<file path="src/rtl/mux_rr_arbiter.sv">
// Round-robin arbiter for four requesters sharing a 4:1 mux path.
// Produces a registered one-hot grant, a registered mux select, and a bounded hold time.
module mux_rr_arbiter #(
    parameter int unsigned MAX_HOLD = 8
) (
    input  logic clk,
    input  logic rst_n,
    input  logic req_0,
    input  logic req_1,
    input  logic req_2,
    input  logic req_3,
    output logic gnt_0,
    output logic gnt_1,
    output logic gnt_2,
    output logic gnt_3,
    output logic sel_0,
    output logic sel_1,
    output logic valid
);

    localparam int unsigned N  = 4;
    localparam int unsigned IW = 2;
    localparam int unsigned CW = 8;

    typedef enum logic {IDLE, GRANT} state_t;

    state_t          state, state_nxt;
    logic [N-1:0]    req, others;
    logic [N-1:0]    gnt, gnt_nxt;
    logic [IW-1:0]   sel, sel_nxt;
    logic [IW-1:0]   last_idx, last_nxt;
    logic [CW-1:0]   hold_cnt, hold_nxt;
    logic            valid_nxt;
    logic [IW:0]     pick_any, pick_oth;
    logic            do_grant;
    logic [IW-1:0]   grant_idx;

    assign req                        = {req_3, req_2, req_1, req_0};
    assign {gnt_3, gnt_2, gnt_1, gnt_0} = gnt;
    assign {sel_1, sel_0}             = sel;

    // First requester after base in rotating order; MSB flags a hit.
    function automatic logic [IW:0] rr_pick(input logic [N-1:0] r, input logic [IW-1:0] base);
        logic [IW:0]   pick;
        logic [IW-1:0] cand;
        pick = '0;
        for (int i = N; i >= 1; i--) begin
            cand = base + IW'(i);
            if (r[cand]) pick = {1'b1, cand};
        end
        return pick;
    endfunction

    always_comb begin
        state_nxt = state;
        gnt_nxt   = gnt;
        sel_nxt   = sel;
        last_nxt  = last_idx;
        hold_nxt  = hold_cnt;
        valid_nxt = valid;
        do_grant  = 1'b0;
        grant_idx = '0;

        // In GRANT the holder is always last_idx, so masking it yields the competitors.
        others   = req & ~(N'(1) << last_idx);
        pick_any = rr_pick(req, last_idx);
        pick_oth = rr_pick(others, last_idx);

        case (state)
            IDLE: begin
                gnt_nxt   = '0;
                valid_nxt = 1'b0;
                if (pick_any[IW]) begin
                    do_grant  = 1'b1;
                    grant_idx = pick_any[IW-1:0];
                end
            end
            GRANT: begin
                if (!req[last_idx]) begin
                    if (pick_oth[IW]) begin
                        do_grant  = 1'b1;
                        grant_idx = pick_oth[IW-1:0];
                    end else begin
                        state_nxt = IDLE;
                        gnt_nxt   = '0;
                        valid_nxt = 1'b0;
                        hold_nxt  = '0;
                    end
                end else if (hold_cnt == CW'(MAX_HOLD - 1)) begin
                    if (pick_oth[IW]) begin
                        do_grant  = 1'b1;
                        grant_idx = pick_oth[IW-1:0];
                    end else begin
                        hold_nxt = '0;
                    end
                end else begin
                    hold_nxt = hold_cnt + CW'(1);
                end
            end
            default: state_nxt = IDLE;
        endcase

        // gnt, sel and last_idx move together so sel never names a non-holder.
        if (do_grant) begin
            state_nxt = GRANT;
            gnt_nxt   = N'(1) << grant_idx;
            sel_nxt   = grant_idx;
            last_nxt  = grant_idx;
            hold_nxt  = '0;
            valid_nxt = 1'b1;
        end
    end

    always_ff @(posedge clk or negedge rst_n) begin
        if (!rst_n) begin
            state    <= IDLE;
            gnt      <= '0;
            sel      <= '0;
            last_idx <= IW'(3);
            hold_cnt <= '0;
            valid    <= 1'b0;
        end else begin
            state    <= state_nxt;
            gnt      <= gnt_nxt;
            sel      <= sel_nxt;
            last_idx <= last_nxt;
            hold_cnt <= hold_nxt;
            valid    <= valid_nxt;
        end
    end

endmodule

</file>
<file path="config.mk">
export PLATFORM = sky130hd
export DESIGN_NAME = mux_rr_arbiter
export DESIGN_NICKNAME = d
export VERILOG_FILES = /design/src/rtl/mux_rr_arbiter.sv
export SDC_FILE = /design/constraint.sdc
export NUM_CORES = 1
export LEC_CHECK = 0
export CORE_UTILIZATION = 50
export DETAILED_ROUTE_END_ITERATION = 16
export PLACE_DENSITY = 0.76
export SLEW_MARGIN = 5
export SYNTH_ARGS = -nofsm -noshare
export SYNTH_HDL_FRONTEND = slang
export SYNTH_SLANG_ARGS = --single-unit
</file>
<file path="constraint.sdc">
create_clock -name clk -period 3.5 [get_ports clk]
set_clock_uncertainty 0.2 [all_clocks]
set_input_delay 0.7 -clock clk [delete_from_list [all_inputs] [get_ports clk]]
set_output_delay 0.7 -clock clk [all_outputs]
set_load 0.1 [all_outputs]
</file>
==> flow_metrics.env <==
export IMPL_period_share_pct=85.0
export IMPL_initial_core_util_pct=53.9
export IMPL_layout_common_cells="16 x dfrtp_1, 14 x nand2_1, 14 x o21ai_0"
export IMPL_grt_ovfl_total=0
export IMPL_grt_usage_pct=24.3
export IMPL_finalSetupViolCount=0
export IMPL_cp_slowest_cell="dfstp_2"
export IMPL_first_pass_iters=4
export IMPL_synthArstFlopShare_pct=100
export IMPL_fillers=220
export IMPL_synth_xor_area_share_pct=0.651
export IMPL_slew_headroom_pct=45.7
export IMPL_final_hold_viol_count=0
export IMPL_num_vias=1206
export IMPL_yosys_area_share_simple_pct=24.2
export IMPL_die_y_um=53.9
export IMPL_synth_cell_types=43
export IMPL_multiInputGateArea_sq_um=827
export IMPL_cts_hold_buffers=0
export IMPL_synth_fa_ha_area_share_pct=4.65
export IMPL_synth_ff_type="dfrtp_1"
export IMPL_wl_per_cell_um=15.2
export IMPL_syn2layout_area_growth_pct=12.1
export IMPL_synth_edff_count=0
export IMPL_worstPathCellList="inv_1 > ha_1 > or3b_2 > o32ai_1 > a221oi_1 > mux2i_1 > o31a_1 > a32o_1"
export IMPL_diodes=0
export IMPL_period_minus_slack_ps=2970
export IMPL_grt_pass1_wl_mm=5.03
export IMPL_tightest_slew_ps=812
export IMPL_slew_violations=0
export IMPL_antenna_found_initial=0
export IMPL_ff_latch_area_sq_um=453
export IMPL_rows=18
export IMPL_die_area_sq_mm=0.00290
export IMPL_num_nets_final=178
export IMPL_cts_buffers=3
export IMPL_synth_compound_area_share_pct=24.6
export IMPL_cts_root_buf="clkbuf_4"
export IMPL_cp_end_kind="register"
export IMPL_status="complete, no violations"
export IMPL_cp_max_fo=15
export IMPL_muxShareOfSynthArea_pct=7.34
export IMPL_first_iter_violations=32
export IMPL_cts_sinks=18
export IMPL_numPortBuffers=12
export IMPL_fmax_mhz=336
export IMPL_vias_per_cell=6.15
export IMPL_critPathArrivalTime_ps=3010
export IMPL_setup_worst_path_class="register to register"
export IMPL_grt_pass1_vias=1132
export IMPL_gp_congestion=0.836
export IMPL_power_density_mw_per_mm2=982
export IMPL_grt_max_degree=19
export IMPL_hp_class="register to register"
export IMPL_whs_ps=296
export IMPL_clock_latency_ps=300
export IMPL_critPathRequiredTime_ps=3540
export IMPL_yosys_warnings=0
export IMPL_clk_pin_slew_worst_paths_ps=100
export IMPL_max_cap_violations=0
export IMPL_cts_tree="yes"
export IMPL_post_cts_buffers=0
export IMPL_worstSetupStartpointType="register"
export IMPL_wirelength_mm=2.99
export IMPL_leakagePower_nw=0.646
export IMPL_synth_seq_cells=18
export IMPL_syn_num_nets=166
export IMPL_grt_setup_unrepaired="no"
export IMPL_clk_path_buf_depth=2
export IMPL_drcViolationCount=0
export IMPL_drive_above_1_share_pct=15.7
export IMPL_cpPeakStageDelay_ps=730
export IMPL_avgSynthCellArea_sq_um=8.69
export IMPL_htreeDepth=1
export IMPL_ys_seq_area_share_pct=33.6
export IMPL_synth_top_family_by_area="compound AO/OA/AOI/OAI gates"
export IMPL_ctsResizeCount=0
export IMPL_die_w_um=53.9
export IMPL_tns_ps=0
export IMPL_netlist_area_sq_mm=0.00135
export IMPL_io_pins=13
export IMPL_dp_hpwl_mm=2.21
export IMPL_final_common_cell="dfrtp_1"
export IMPL_total_power_mw=1.48
export IMPL_syn_inst=155
export IMPL_core_sq_mm=0.00250
export IMPL_postRouteAntennaNets=0
export IMPL_peakVddDrop_v=0.000794
[final cells by class]
| cell class | instances | area share [%] |
|---|---|---|
| clock buffer | 4 | 2.40 |
| timing repair buffer | 16 | 8.79 |
| sequential | 18 | 30.0 |
| multi-input combinational | 122 | 54.8 |
| inverter | 6 | 1.49 |
| tap | 30 | 2.49 |
[through the flow]
step	setup WS (ps)	instances	util [%]	cell area, sq um
floorplan	832	155	-	1350
CTS	517	196	60.4	1510
detailed placement	383	192	58.9	1470
finish	526	196	60.4	1510
global placement	462	192	58.9	1470
global route	349	196	60.4	1510
[worst max-delay path, delay by kind of cell, from the launching register on]
family	cells	cell delay, ps
buf+inv	1	190
compound gates	4	710
mux	1	170
fa+ha+maj	1	460
flops	1	730
simple gates	1	460
[final timing paths]
check	cells after the start	start	slack [ps]	endpoint
max	8	last_idx[1]$_DFFE_PN1N_	530	gnt[0]$_DFFE_PN0P_
min	2	sel[1]$_DFFE_PN0N_	300	sel[1]$_DFFE_PN0N_
max reg2reg	8	last_idx[1]$_DFFE_PN1N_	530	gnt[0]$_DFFE_PN0P_
min reg2reg	2	sel[1]$_DFFE_PN0N_	300	sel[1]$_DFFE_PN0N_
max in group asynchronous	1	rst_n	1930	gnt[3]$_DFFE_PN0P_
min in group asynchronous	1	rst_n	660	hold_cnt[6]$_DFFE_PN0P_
[registers in the layout, indices dropped and copies added (netlist names)]
register,flops
hold_cnt,8
gnt,4
last_idx,2
valid,1
state,1
sel,2
[cell families (layout without fill, tap and decap cells)]
logic type,count (synthesis),in the layout
and+or+nand+nor,62,62
AOI/OAI and AO/OA,47,47
DFF,18,18
buffers and inverters,15,26
muxes,7,7
adders and majority gates,5,5
xor gates and xnor gates,1,1
[where the power goes]
| group | total [mW] | switching (mW) | leakage, nW | internal, mW |
|---|---|---|---|---|
| Combinational | 1.01 | 0.652 | 0.401 | 0.353 |
| Clock | 0.129 | 0.0653 | 0.0210 | 0.0635 |
| Sequential | 0.348 | 0.0657 | 0.224 | 0.282 |
[routing by layer]
layer  GRT usage (%)  up-vias  part of all wire, %
met5               0        -                    0
met2            41.4       25                   48
met4            3.07        0                 0.27
met1            31.7      581                   48
met3            5.93        2                  4.0
li1                -      598                    -
[synth_stat cells, types with 3 or more instances]
master	n	area, sq um
mux2i_1	5	50.1
nor4_1	3	18.8
a21oi_1	11	55.1
buf_2	8	40.0
nor3_1	4	20.0
nand3_1	3	15.0
nand2b_1	7	43.8
dfrtp_1	16	400
nor2b_1	5	31.3
a22o_1	3	26.3
nor2_1	13	48.8
inv_1	6	22.5
nand2_1	14	52.6
ha_1	5	62.6
o21ai_0	14	70.1
Note: power is estimated with default switching activity, not from simulation.
